`src/rtl/dmem_pkg.sv`:
```
// dmem_pkg: shared widths, arbiter state encoding and port id helpers for the data-memory arbiter
package dmem_pkg;
  localparam int ADDR_W = 8;
  localparam int DATA_W = 8;
  typedef enum logic {ST_IDLE, ST_LOCKED} dmem_arb_state_t;
  typedef logic port_id_t;
  function automatic logic [1:0] port_onehot(port_id_t p);
    return {p, ~p};
  endfunction
endpackage

```
`src/rtl/dmem_arbiter_if.sv`:
```
// dmem_arbiter_if: requester-side handshake plus data_mem pins for the data-memory arbiter
interface dmem_arbiter_if;
  import dmem_pkg::*;
  logic [1:0] req, we, lock, gnt, rvalid, lock_err;
  logic [ADDR_W-1:0] addr0, addr1, DataAddress;
  logic [DATA_W-1:0] wdata0, wdata1, rdata, DataIn, DataOut;
  logic ReadMem, WriteMem;
  modport master(
    output req, we, lock, addr0, addr1, wdata0, wdata1,
    input gnt, rdata, rvalid, lock_err
  );
  modport slave(
    input req, we, lock, addr0, addr1, wdata0, wdata1, DataOut,
    output gnt, rdata, rvalid, lock_err, DataAddress, ReadMem, WriteMem, DataIn
  );
  modport mem(
    input DataAddress, ReadMem, WriteMem, DataIn,
    output DataOut
  );
endinterface

```
`src/rtl/dmem_rr_pick.sv`:
```
// dmem_rr_pick: combinational two-way round-robin picker with a forced single-port mode for locks
module dmem_rr_pick import dmem_pkg::*; (
  input  logic [1:0] req,
  input  port_id_t   last,
  input  logic       force_en,
  input  port_id_t   force_id,
  output logic [1:0] gnt
);
  assign gnt = force_en ? (req & port_onehot(force_id)) : (&req) ? port_onehot(~last) : req;
endmodule

```
`src/rtl/dmem_arbiter.sv`:
```
// dmem_arbiter: round-robin arbiter with lock and lock timeout sharing data_mem between LSU and DMA
module dmem_arbiter import dmem_pkg::*; #(
  parameter int LOCK_MAX = 16
) (
  input logic CLK,
  input logic reset,
  dmem_arbiter_if.slave bus
);
  dmem_arb_state_t st, st_nx;
  port_id_t owner, owner_nx, last, last_nx, gp;
  logic [7:0] cnt, cnt_nx;
  logic [1:0] inh, inh_nx, gnt_raw, gnt, rd_gnt, wr_gnt, rvalid_q, lock_err_q;
  logic [DATA_W-1:0] rdata_q;
  logic granted, release_l, timeout;
  dmem_rr_pick u_pick (
    .req(bus.req),
    .last(last),
    .force_en(st == ST_LOCKED),
    .force_id(owner),
    .gnt(gnt_raw)
  );
  assign gnt = reset ? 2'b00 : gnt_raw;
  assign granted = |gnt;
  assign gp = gnt[1];
  assign release_l = (st == ST_LOCKED) && !bus.lock[owner];
  // release takes precedence over a timeout landing in the same cycle
  assign timeout = (st == ST_LOCKED) && !release_l && (cnt + 8'd1 == 8'(LOCK_MAX));
  always_ff @(posedge CLK) begin
    if (reset) begin
      st <= ST_IDLE;
      owner <= 1'b0;
      last <= 1'b1;
      cnt <= '0;
      inh <= '0;
      rvalid_q <= '0;
      rdata_q <= '0;
      lock_err_q <= '0;
    end else begin
      st <= st_nx;
      owner <= owner_nx;
      last <= last_nx;
      cnt <= cnt_nx;
      inh <= inh_nx;
      rvalid_q <= rd_gnt;
      rdata_q <= (|rd_gnt) ? bus.DataOut : rdata_q;
      lock_err_q <= timeout ? port_onehot(owner) : 2'b00;
    end
  end
  // a timed-out owner may not re-lock until it shows lock=0 for a cycle
  always_comb begin
    st_nx = st;
    owner_nx = owner;
    cnt_nx = '0;
    last_nx = granted ? gp : last;
    inh_nx = inh & bus.lock;
    if (st == ST_IDLE) begin
      if (granted && bus.lock[gp] && !inh[gp]) begin
        st_nx = ST_LOCKED;
        owner_nx = gp;
      end
    end else if (release_l) begin
      st_nx = ST_IDLE;
    end else if (timeout) begin
      st_nx = ST_IDLE;
      last_nx = owner;
      inh_nx[owner] = 1'b1;
    end else begin
      cnt_nx = cnt + 8'd1;
    end
  end
  always_comb begin
    rd_gnt = gnt & ~bus.we;
    wr_gnt = gnt & bus.we;
    bus.gnt = gnt;
    bus.DataAddress = gnt[0] ? bus.addr0 : gnt[1] ? bus.addr1 : '0;
    bus.ReadMem = |rd_gnt;
    bus.WriteMem = |wr_gnt;
    bus.DataIn = wr_gnt[0] ? bus.wdata0 : wr_gnt[1] ? bus.wdata1 : '0;
    bus.rvalid = rvalid_q;
    bus.rdata = rdata_q;
    bus.lock_err = lock_err_q;
  end
endmodule

```
`src/flat_wrapper.sv`:
```
// flat-port wrapper written by rule: the top's interface ports become plain ports
module dmem_arbiter_flat import dmem_pkg::*;
#(
  parameter int LOCK_MAX = 16
)
  (CLK, reset, bus_req, bus_we, bus_lock, bus_addr0, bus_addr1, bus_wdata0, bus_wdata1, bus_DataOut, bus_gnt, bus_rdata, bus_rvalid, bus_lock_err, bus_DataAddress, bus_ReadMem, bus_WriteMem, bus_DataIn);
  dmem_arbiter_if bus_i ();
  input logic CLK;
  input logic reset;
  input wire logic [$bits(bus_i.req)-1:0] bus_req;
  input wire logic [$bits(bus_i.we)-1:0] bus_we;
  input wire logic [$bits(bus_i.lock)-1:0] bus_lock;
  input wire logic [$bits(bus_i.addr0)-1:0] bus_addr0;
  input wire logic [$bits(bus_i.addr1)-1:0] bus_addr1;
  input wire logic [$bits(bus_i.wdata0)-1:0] bus_wdata0;
  input wire logic [$bits(bus_i.wdata1)-1:0] bus_wdata1;
  input wire logic [$bits(bus_i.DataOut)-1:0] bus_DataOut;
  output wire logic [$bits(bus_i.gnt)-1:0] bus_gnt;
  output wire logic [$bits(bus_i.rdata)-1:0] bus_rdata;
  output wire logic [$bits(bus_i.rvalid)-1:0] bus_rvalid;
  output wire logic [$bits(bus_i.lock_err)-1:0] bus_lock_err;
  output wire logic [$bits(bus_i.DataAddress)-1:0] bus_DataAddress;
  output wire logic [$bits(bus_i.ReadMem)-1:0] bus_ReadMem;
  output wire logic [$bits(bus_i.WriteMem)-1:0] bus_WriteMem;
  output wire logic [$bits(bus_i.DataIn)-1:0] bus_DataIn;
  assign bus_i.req = bus_req;
  assign bus_i.we = bus_we;
  assign bus_i.lock = bus_lock;
  assign bus_i.addr0 = bus_addr0;
  assign bus_i.addr1 = bus_addr1;
  assign bus_i.wdata0 = bus_wdata0;
  assign bus_i.wdata1 = bus_wdata1;
  assign bus_i.DataOut = bus_DataOut;
  assign bus_gnt = bus_i.gnt;
  assign bus_rdata = bus_i.rdata;
  assign bus_rvalid = bus_i.rvalid;
  assign bus_lock_err = bus_i.lock_err;
  assign bus_DataAddress = bus_i.DataAddress;
  assign bus_ReadMem = bus_i.ReadMem;
  assign bus_WriteMem = bus_i.WriteMem;
  assign bus_DataIn = bus_i.DataIn;
  dmem_arbiter #(.LOCK_MAX(LOCK_MAX)) u_core (.CLK(CLK), .reset(reset), .bus(bus_i));
endmodule
```
`config.mk`:
```
export PLATFORM = sky130hd
export DESIGN_NAME = dmem_arbiter_flat
export DESIGN_NICKNAME = d
export VERILOG_FILES = /design/src/rtl/dmem_pkg.sv /design/src/rtl/dmem_arbiter_if.sv /design/src/rtl/dmem_rr_pick.sv /design/src/rtl/dmem_arbiter.sv /design/src/flat_wrapper.sv
export SDC_FILE = /design/constraint.sdc
export NUM_CORES = 1
export LEC_CHECK = 0
export BUFFER_PORTS_ARGS = -buffer_cell sky130_fd_sc_hd__buf_2
export CAP_MARGIN = 15
export CORE_MARGIN = 10
export CORE_UTILIZATION = 42
export CTS_BUF_LIST = sky130_fd_sc_hd__clkbuf_16
export CTS_CLUSTER_DIAMETER = 60
export DETAILED_ROUTE_END_ITERATION = 8
export GPL_ROUTABILITY_DRIVEN = 0
export PLACE_DENSITY = 0.88
export SETUP_SLACK_MARGIN = 0.15
export SYNTH_ARGS = -nofsm -noshare
export SYNTH_HDL_FRONTEND = slang
export SYNTH_SLANG_ARGS = --single-unit
```
`constraint.sdc`:
```
create_clock -name CLK -period 2 [get_ports CLK]
set_input_delay 0.1 -clock CLK [delete_from_list [all_inputs] [get_ports CLK]]
set_output_delay 0.1 -clock CLK [all_outputs]
set_load 0.05 [all_outputs]
```
Yosys cells after proc, flatten, opt, wreduce, memory -nomap -nowiden. Index checks and enable logic that the tools add are counted.

Input bits: 48. Word-level logic and storage cells: 65. Flip-flop bits (word level): 25. Output and inout bits: 32.

Magnitude comparators: 3. Bitwise gates (word level): 10. Reduce and logical (&&, ||, !) cells: 16. Muxes and demuxes: 26. Equality and inequality tests: 1. Add/subtract/negate cells: 1.

Operator list (count): $mux 8 (4); $mux 1 (15); $mux 2 (6); $add 8x1->8 const B (1); $and 2x2->2 (4); $eq 8x5->1 const B (1); $reduce_or 2->1 (4); $logic_and 1x1->1 (6); $lt 1x2->1 const B (2); $not 1->1 (4); $reduce_and 2->1 (2); $reduce_or 4->1 (1); $logic_not 1->1 (3); $not 2->2 (1); $or 2x2->2 (1); $demux 1 s1 (1); $ge 1x1->1 const B (1).

Depth between registers and ports, before layout. Gate-level depths: netlist of the first run.

Depth in word-level cells: 10. Depth in mapped cells: 6.

Modules after synthesis. From an unflattened synthesis of the first run, not the netlist that was laid out.

Cells, all modules: 156. Area total of the unflattened synthesis: 1273.7 µm².

By module, submodules not included: dmem_arbiter (sequential area each 500.5 µm², cells an instance 150, area an instance 1237.4 µm², instances 1); dmem_rr_pick (sequential area each 0.0 µm², cells an instance 6, area an instance 36.3 µm², instances 1).

Least setup slack after synthesis of the first run. Ideal clock, no wire load.

Path type: reg-to-output. From: register u_core.st. To: output bus_DataAddress[0]. Path buffers: 1. Required time: 1.900 ns. Cell stages (with the launch flop): 5. Arrival time: 1.712 ns. Path slack: 0.188 ns. Cell sequence: dfxtp_1 > nor3b_1 > a2111oi_2 > buf_2 > a22o_1.

Elaborated cells on any way between the ends: 4. Those cells by class: mux: 4.

RTL lines: start, declared (RTL line dmem_arbiter.sv:9) `dmem_arb_state_t st, st_nx;`; start signal, assigned (RTL line dmem_arbiter.sv:39) `st <= st_nx;`; $mux 2 (RTL line dmem_rr_pick.sv:9) `assign gnt = force_en ? (req & port_onehot(force_id)) : (&req) ? port_onehot(~last) : req;`; $mux 2 (RTL line dmem_arbiter.sv:22) `assign gnt = reset ? 2'b00 : gnt_raw;`; named net bus_gnt[0] (RTL line flat_wrapper.sv:18) `output wire logic [$bits(bus_i.gnt)-1:0] bus_gnt;`; $mux 8 (RTL line dmem_arbiter.sv:75) `bus.DataAddress = gnt[0] ? bus.addr0 : gnt[1] ? bus.addr1 : '0;`; end, declared (RTL line flat_wrapper.sv:22) `output wire logic [$bits(bus_i.DataAddress)-1:0] bus_DataAddress;`.

The timed path passes the listed nets, and every way through them passes these cells.

Worst setup path in the final report of the first run.
From: register u_core.owner. To: output bus_DataIn[4].

Longest elaborated chain between the ends: 6. Elaborated cells on any way between the ends: 7. Those cells by class: mux: 4; bitwise: 3.

RTL lines: start, declared (RTL line dmem_arbiter.sv:10) `port_id_t owner, owner_nx, last, last_nx, gp;`; start signal, assigned (RTL line dmem_arbiter.sv:40) `owner <= owner_nx;`; $and 2x2->2 (*) (RTL line dmem_rr_pick.sv:9); $mux 2 (*) (RTL line dmem_rr_pick.sv:9); $mux 2 (*) (RTL line dmem_arbiter.sv:22); $and 2x2->2 (*) (RTL line dmem_arbiter.sv:73) `wr_gnt = gnt & bus.we;`; $mux 8 or $and 2x2->2 (tied branches) (RTL line dmem_arbiter.sv:78, dmem_arbiter.sv:73); $mux 8 (*) (RTL line dmem_arbiter.sv:78) `bus.DataIn = wr_gnt[0] ? bus.wdata0 : wr_gnt[1] ? bus.wdata1 : '0;`; end, declared (RTL line flat_wrapper.sv:25) `output wire logic [$bits(bus_i.DataIn)-1:0] bus_DataIn;`.

Mark *: on every way between the ends. The rest lies on a longest branch, timed or not.

==> metrics, run 1 <==
final-stage net count about 270; RSZ-0062 raised after global routing no; crit start category register; Port-buffer cells between 70 and 80; Avg WL per Cell roughly 16 microns; Pre-antenna DRT Iters 4; H-Tree Depth 1; Setup TNS 0 ns; Final Setup Violations 0; crit path time final roughly 1.8 ns; CP endpoint kind output pin; Post-synth ARST share 0%; sequential fraction of the synthesis area about two fifths; detailed placement HPWL 3.25 mm; Fin. Hold Viols 0; Area Overhead vs Synth 50.0%; clk_lat worst skew ~0.25 ns; final period utilization approximately nine tenths; post-synthesis instance area around 1300 sq um; Clk pin slew, worst setup/hold paths 0.06 ns; I/O Pins 80; worst stage delay on the critical path between 0.3 and 0.4 ns; Die W between 70 and 80 microns; Yosys warnings 0; # diodes 0; initial antenna violation count 0; critical path class register to output pin; root buffer cell clkbuf_16; number of buffers created by CTS 3; Worst Hold Class primary input to register; share of the synthesized area in the top cell type about two fifths; Core ar. between 2000 and 3000 sq um; Detailed Route WL 4.10 mm; synthesized netlist net count about 190; first-pass GRT wire length slightly below 6 mm; Cell variety after synth 39; vias per inst between 5 and 6; Synth area leader dfxtp_1; Worst Path Arrival roughly 1.7 ns; via count 1306; clock tree sinks 25; synth cell count leaders 25 x dfxtp_1, 16 x a22o_1, 16 x nor2_1, 8 x mux2i_1, 6 x inv_1; Die ar. about 5700 sq um; FP Rows 19; chip height 75.2 microns; Slew @ Worst Pin ~0.47 ns; Worst Clk Skew roughly 0.0030 ns; Post-DRT Antenna Nets 0; f_max about 560 MHz; dpl cell area approximately 1700 sq um; maxcap violations 0; final instance area around 1900 sq um; CP max FO 9; Max clock buf depth 2; post-layout util about two thirds; Synth Flop Type dfxtp_1; synthesis-stage register bit count 25; ratio of cells with drive above 1 in the final layout a little under half; vias in the first global route between 1000 and 1500; CP required approximately 1.9 ns; Critical path buffers and inverters 1; largest net degree at the start of global routing 19; maximum vdd ir drop around 0.62 mV; crit-path cells a2111oi_4 > and2_4 > a22o_1 > buf_2; dominant cell by count in the synthesized netlist dfxtp_1; synthesized instance count between 100 and 150; hold_ws roughly 0.080 ns; Syn Area/Cell roughly 9.2 sq um; total track usage a little over an eighth; Rel. slew slack 67.9%; GRT Residual Overflow 0; status finished clean; number of flops mapped to enable cells by yosys 0; max-slew violation count 0; drt initial violations 44; CTS tree built; ranking of synthesized cells by area dfxtp_1 39%, a22o_1 11%, mux2i_1 6.3%; CP delay by family, top compound AO/OA/AOI/OAI gates; Fill cells 230; CP max-delay cell a2111oi_4; Starting Density a little under half; Static Leak between 0.9 and 1 nW; DRC Markers 0; Pwr per Cell Area approximately 690 nW/um^2
sequential cells by signal, summed over array words and instances (netlist names):
name / flops
u_core.bus.rdata: 8
u_core.cnt: 8
u_core.bus.lock_err: 2
u_core.bus.rvalid: 2
u_core.inh: 2
u_core.last: 1
u_core.owner: 1
u_core.st: 1
power breakdown:
part	internal [W]	switching [W]
combinational	0.000142	0.000228
clock	0.000269	0.000159
sequential	0.000515	0.0000182
total	0.000925	0.000405
worst min-delay path, cell delays in order:
cell	delay [ns]
buf_2	0.08
mux2i_1	0.05
nor2_1	0.07
kinds of logic (layout without fill, tap and decap cells):
group / count (synthesis) / count (layout) / share of synthesized area, %
XOR/XNOR: 7 / 7 / 4.79
AO/OA/AOI/OAI: 33 / 33 / 21.1
adder cells (fa/ha/maj): 2 / 2 / 1.95
buffers and inverters: 14 / 98 / 4.79
flip-flops: 25 / 25 / 39.1
AND/OR/NAND/NOR: 49 / 49 / 21.1
multiplexers: 9 / 9 / 7.14
placed cells by master (no fill, tap or decap), types with 2 or more instances in the layout:
| cell type | instances |
|---|---|
| and2_4 | 2 |
| clkbuf_4 | 5 |
| nand2_1 | 4 |
| nor2_1 | 16 |
| a22o_1 | 16 |
| inv_1 | 6 |
| nand3b_1 | 3 |
| xnor2_1 | 2 |
| clkbuf_16 | 3 |
| nand4_1 | 3 |
| nor3_1 | 3 |
| dfxtp_4 | 2 |
| buf_4 | 17 |
| mux2i_1 | 8 |
| ha_1 | 2 |
| xor2_1 | 5 |
| o21ai_0 | 5 |
| buf_6 | 2 |
| buf_2 | 63 |
| nand2b_1 | 4 |
| dfxtp_1 | 23 |
| and2_1 | 3 |
| nand3_1 | 2 |
| nor2b_1 | 3 |
through the flow:
step | setup slack, ns | instances | power, W
floorplan | 0.188 | 139 | 0.000766
global route | 0.138 | 254 | 0.00138
global placement | 0.301 | 244 | 0.000864
finish | 0.211 | 254 | 0.00133
CTS | 0.119 | 250 | 0.00132
detailed placement | 0.192 | 244 | 0.000868
cell type report:
type                    count  area [sq um]  share of cell area (%)
multi-input cells         100           747                    38.9
repair buffers             88           523                    27.2
flip-flops and latches     25           508                    26.5
clock buffers               3          75.1                    3.91
well taps                  31          38.8                    2.02
inverters                   6          22.5                    1.17
clock inverters             1          5.00                   0.261
routing by layer:
layer,wire length (microns),vias to the layer above,GRT usage (%)
met4,26,0,3.30
met3,407,4,4.34
met2,2150,52,24.9
li1,-,670,-
met5,0,-,0
met1,1520,580,13.6
worst paths after layout:
check,start,endpoint,slack (ns),cells past startpoint
setup / recovery,u_core.owner$_SDFFE_PP0P_,bus_DataIn[4],0.21,4
hold / removal,bus_DataOut[2],u_core.bus.rdata[2]$_SDFFE_PP0P_,0.08,3
setup reg to reg,u_core.st$_SDFF_PP0_,u_core.st$_SDFF_PP0_,0.27,8
hold reg to reg,u_core.inh[0]$_SDFF_PP0_,u_core.inh[0]$_SDFF_PP0_,0.46,2
timing repair:
item	CTS	global route
gates resized for setup	14	17
setup buffers	2	4
hold endpoints to repair	0	0
setup endpoints to repair	18	20
pin swaps	0	1
hold buffers	0	0
Power figures use the tool's default switching activity.
==> inputs of run 2 (changes only) <==
--- a/config.mk
+++ b/config.mk
@@ -5,7 +5,7 @@
 export SDC_FILE = /design/constraint.sdc
 export NUM_CORES = 1
 export LEC_CHECK = 0
-export BUFFER_PORTS_ARGS = -buffer_cell sky130_fd_sc_hd__buf_2
+export BUFFER_PORTS_ARGS = -buffer_cell sky130_fd_sc_hd__buf_4
 export CAP_MARGIN = 15
 export CORE_MARGIN = 10
 export CORE_UTILIZATION = 42
==> run 2 against run 1 <==
Against the previous run: fmax fell by 1.3%; cell area rose by 8.2%; final cell count decreased by 0.79%; non-clock buffer count decreased by 2; clock-buffer cell count did not move; via count is 0.84% higher; highest routed layer unchanged; global-route usage rose by 1.4 points.
==> metrics, run 2 (same netlist as run 1, synthesis figures left out) <==
sw frac 29.7%; drt initial violations around 40; Met1 Wirelength approximately 1.8 mm; largest net degree at the start of global routing 19; via count 1317; Setup TNS 0 ns; DR WL met2 2.13 mm; Worst Clk Skew roughly 0.0036 ns; highest routing layer actually used met4; final-stage net count between 200 and 300; Detailed Route WL approximately 4.3 mm; critical path class register to output pin; RSZ-0062 raised after global routing no; f_max approximately 550 MHz; hold path cells 3; total track usage between 10 and 15%; Starting Density a little under half; Comb pwr share between 20 and 30%; CTS tree built; vias per inst about 5.2; worst reg2reg path depth 5; Max clock buf depth 2; Fill cells 214; Post-DRT Antenna Nets 0; crit path time final ~1.8 ns; clock tree sinks 25; Slew @ Worst Pin 0.447 ns; Rel. slew slack a little under 70%; Avg WL per Cell approximately 17 microns; vias in the first global route between 1000 and 1500; cts-stage hold buffer count 0; clk_lat worst skew 0.25 ns; ratio of cells with drive above 1 in the final layout roughly 47%; maximum vdd ir drop around 0.66 mV; Core ar. ~2800 sq um; Pwr per Cell Area around 660 nW/um^2; H-Tree Depth 1; Worst Path Arrival approximately 1.7 ns; initial antenna violation count 0; FP Rows 19; Reg power frac 39.1%; final instance area ~2100 sq um; Worst Hold Class primary input to register; Clock power frac 31.2%; Die ar. about 5700 sq um; CP max FO 9; maxcap violations 0; number of buffers created by CTS 3; detailed placement HPWL around 3.4 mm; chip height between 70 and 80 microns; Fin. Hold Viols 0; I/O Pins 80; Die W 75.2 microns; dpl cell area between 1500 and 2000 sq um; Port-buffer cells a little under 80; crit start category register; switching power just over 0.0004 W; GRT Residual Overflow 0; Int Power 0.000960 W; root buffer cell clkbuf_16; Met3 Wirelength approximately 420 microns; DRC Markers 0; status finished clean; CP endpoint kind output pin; # diodes 0; Final Setup Violations 0; commonest non-fill, non-tap cell in the layout buf_4; Static Leak slightly above 1 nW; final period utilization roughly 91%; most frequent cells in the layout 77 x buf_4, 22 x dfxtp_1, 16 x a22o_1, 16 x nor2_1; Clk pin slew, worst setup/hold paths ~0.06 ns; post-layout util about 73%; Power Total between 0.001 and 0.0015 W; max-slew violation count 0; CP required 1.90 ns; Pre-antenna DRT Iters 4; first-pass GRT wire length ~6.4 mm; Area Overhead vs Synth 62.3%
[run 2: cell types whose count changed in the layout (fill, tap and decap cells not counted)]
cell      before  now
buf_2         63    0
buf_6          2    8
dfxtp_1       23   22
inv_1          6    7
buf_8          0    1
clkinv_2       1    0
dfxtp_4        2    1
buf_12         1    0
buf_4         17   77
clkbuf_4       5    0
dfxtp_2        0    2
[run 2: routing by layer]
metal	track usage [%]	vias to the layer above
met1	16.5	595
met2	25.6	55
met4	3.92	0
li1	-	663
met3	4.60	4
met5	0	-
[run 2: worst max-delay path, stage by stage, from the launching register on]
cell       delay, ns
dfxtp_4         0.38
nor3b_4         0.24
a2111oi_4       0.05
buf_4           0.15
and2_4          0.16
or2_2           0.32
buf_8           0.16
[run 2: metrics by stage]
step,std cells,setup slack [ns],hold slack (ns)
finish,252,0.189,0.0761
floorplan,139,0.188,0.239
CTS,249,0.152,0.0719
detailed placement,244,0.207,0.337
global route,252,0.132,0.104
global placement,244,0.261,0.334
[run 2: repair_timing]
item	CTS	global route
setup buffers	1	3
gates resized for setup	8	13
setup endpoints to repair	18	19
pin swaps	1	3
[run 2: area by class of cell]
class                   instances  area [sq um]  share of cell area [%]
multi-input cells             100           747                    36.0
repair buffers                 86           683                    32.9
flip-flops and latches         25           507                    24.4
clock buffers                   3          75.1                    3.61
well taps                      31          38.8                    1.87
inverters                       6          22.5                    1.08
clock inverters                 1          3.75                   0.181
[run 2: power by group through the flow]
| stage | registers [W] | logic [W] | clock network (W) |
|---|---|---|---|
| global route | 0.000536 | 0.000428 | 0.000459 |
| global placement | 0.000540 | 0.000374 | 0 |
| detailed placement | 0.000540 | 0.000378 | 0 |
| floorplan | 0.000576 | 0.000189 | 0 |
| finish | 0.000534 | 0.000406 | 0.000426 |
| CTS | 0.000531 | 0.000383 | 0.000444 |
[run 2: worst paths after layout]
check,slack [ns],from,endpoint
worst max-delay path,0.19,u_core.st$_SDFF_PP0_,bus_WriteMem
worst min register to register,0.45,u_core.inh[0]$_SDFF_PP0_,u_core.inh[0]$_SDFF_PP0_
worst max register to register,0.32,u_core.cnt[0]$_SDFF_PP0_,u_core.cnt[7]$_SDFF_PP0_
worst min-delay path,0.08,bus_DataOut[6],u_core.bus.rdata[6]$_SDFFE_PP0P_
==> inputs of run 3 (changes only) <==
--- a/config.mk
+++ b/config.mk
@@ -15,6 +15,7 @@
 export GPL_ROUTABILITY_DRIVEN = 0
 export PLACE_DENSITY = 0.88
 export SETUP_SLACK_MARGIN = 0.15
+export SLEW_MARGIN = 20
 export SYNTH_ARGS = -nofsm -noshare
 export SYNTH_HDL_FRONTEND = slang
 export SYNTH_SLANG_ARGS = --single-unit
==> constraint.sdc (replaced) <==
create_clock -name CLK -period 2 [get_ports CLK]
set_input_delay 0.1 -clock CLK [delete_from_list [all_inputs] [get_ports CLK]]
set_output_delay 0.1 -clock CLK [all_outputs]
set_load 0.01 [all_outputs]
==> run 3 against run 2 <==
Against the previous run: sequential power hardly changed; utilization is 1.3 points lower; critical path depth did not move; die area unchanged; largest cell class unchanged; fmax rose by 1.2%.
==> metrics, run 3 (same netlist as run 1, synthesis figures left out) <==
clock tree sinks 25; vias in the first global route roughly 1300; I/O Pins 80; Cells after DPL 244; CP endpoint kind output pin; drt initial violations 67; status finished clean; Worst Path Arrival about 1.7 ns; Area Overhead vs Synth 59.4%; Die W about 75 microns; maximum vdd ir drop 0.407 mV; DR WL met2 roughly 2.1 mm; total track usage ~14%; Met1 Wirelength ~1.7 mm; clk_lat worst skew 0.25 ns; cts-stage hold buffer count 0; Detailed Route WL roughly 4.2 mm; Core ar. between 2000 and 3000 sq um; detailed placement HPWL roughly 3.4 mm; Worst Hold Class primary input to register; hold endpoint u_core.bus.rdata[1]$_SDFFE_PP0P_; Die ar. about 5700 sq um; Slew @ Worst Pin 0.431 ns; RSZ-0062 raised after global routing no; max-slew violation count 0; Fin. Hold Viols 0; # diodes 0; reg2reg setup slack about 0.35 ns; root buffer cell clkbuf_16; crit path time final 1.79 ns; Starting Density a little under half; commonest non-fill, non-tap cell in the layout buf_4; initial antenna violation count 0; Finished Layout Cells between 200 and 300; Port-buffer cells 79; ratio of cells with drive above 1 in the final layout ~46%; Hold Startpoint bus_DataOut[1]; Setup TNS 0 ns; FF-to-FF End u_core.cnt[2]$_SDFF_PP0_; final period utilization between 80% and 90%; f_max between 500 and 600 MHz; CTS tree built; Pre-antenna DRT Iters 4; FF-to-FF Start u_core.cnt[0]$_SDFF_PP0_; largest net degree at the start of global routing 19; highest routing layer actually used met4; worst reg2reg path depth 5; number of buffers created by CTS 3; DRC Markers 0; GRT Residual Overflow 0; H-Tree Depth 1; most frequent cells in the layout 84 x buf_4, 22 x dfxtp_1, 16 x a22o_1, 16 x nor2_1, 8 x mux2i_1; CP required around 1.9 ns; Pwr per Cell Area a little over 600 nW/um^2; Static Leak ~1 nW; FP Rows 19; crit start category register; Worst Clk Skew 0.00139 ns; Max clock buf depth 2; Avg WL per Cell ~17 microns; chip height between 70 and 80 microns; CP max FO 9; vias per inst about 5.3; Post-DRT Antenna Nets 0; Final Setup Violations 0; final-stage net count between 200 and 300; Rel. slew slack about 71%; via count between 1000 and 1500; first-pass GRT wire length a little over 6 mm; maxcap violations 0; Met3 Wirelength between 400 and 500 microns; critical path class register to output pin; hold path cells 3; Clk pin slew, worst setup/hold paths ~0.060 ns; hold_ws around 0.075 ns
## run 3: stage by stage
step | worst slack (ns) | utilization, % | total power, W | cell area [sq um]
after CTS | 0.166 | 70.9 | 0.00125 | 2010
after floorplan | 0.479 | - | 0.000650 | 1280
final | 0.210 | 72.1 | 0.00125 | 2040
after global routing | 0.163 | 72.1 | 0.00131 | 2040
after detailed placement | 0.268 | 67.0 | 0.000799 | 1900
after global placement | 0.326 | 67.0 | 0.000796 | 1900
## run 3: critical path: stages (launching register included)
cell and delay (ns):
dfxtp_4 0.38, nor3b_4 0.25, a2111oi_4 0.05, buf_4 0.16, and2_4 0.16, or2_2 0.29, buf_4 0.15
## run 3: power by group
| part | switching (W) | internal [W] |
|---|---|---|
| clock | 0.000168 | 0.000271 |
| combinational | 0.000111 | 0.000165 |
| sequential | 0.0000172 | 0.000516 |
| total | 0.000296 | 0.000952 |
## run 3: how the worst max path moves through the flow
stage | startpoint | endpoint | slack, ns | depth (start not counted)
after floorplan | u_core.cnt[1]$_SDFF_PP0_ | u_core.st$_SDFF_PP0_ | 0.48 | 6
after global placement | u_core.st$_SDFF_PP0_ | bus_DataIn[0] | 0.33 | 5
after detailed placement | u_core.st$_SDFF_PP0_ | bus_DataIn[0] | 0.27 | 5
after CTS | u_core.owner$_SDFFE_PP0P_ | bus_WriteMem | 0.17 | 5
after global routing | u_core.st$_SDFF_PP0_ | bus_WriteMem | 0.16 | 6
final | u_core.st$_SDFF_PP0_ | bus_WriteMem | 0.21 | 6
## run 3: what timing repair did
action                     in CTS  in global routing
pin swaps                       2                  3
setup endpoints to repair       9                 18
gates resized for setup         8                  3
setup buffers                   1                  2
## run 3: final cells by class
| type | count | area [sq um] |
|---|---|---|
| clock inverters | 1 | 7.51 |
| well taps | 31 | 38.8 |
| fillers | 255 | 788 |
| multi-input cells | 100 | 747 |
| flip-flops and latches | 25 | 507 |
| inverters | 6 | 22.5 |
| clock buffers | 3 | 75.1 |
| repair buffers | 85 | 643 |
## run 3: routing by layer
metal  GRT usage [%]  up-vias
met5               0        -
met4            1.86        0
met3            4.34        2
met2            26.4       52
met1            15.1      616
li1                -      660
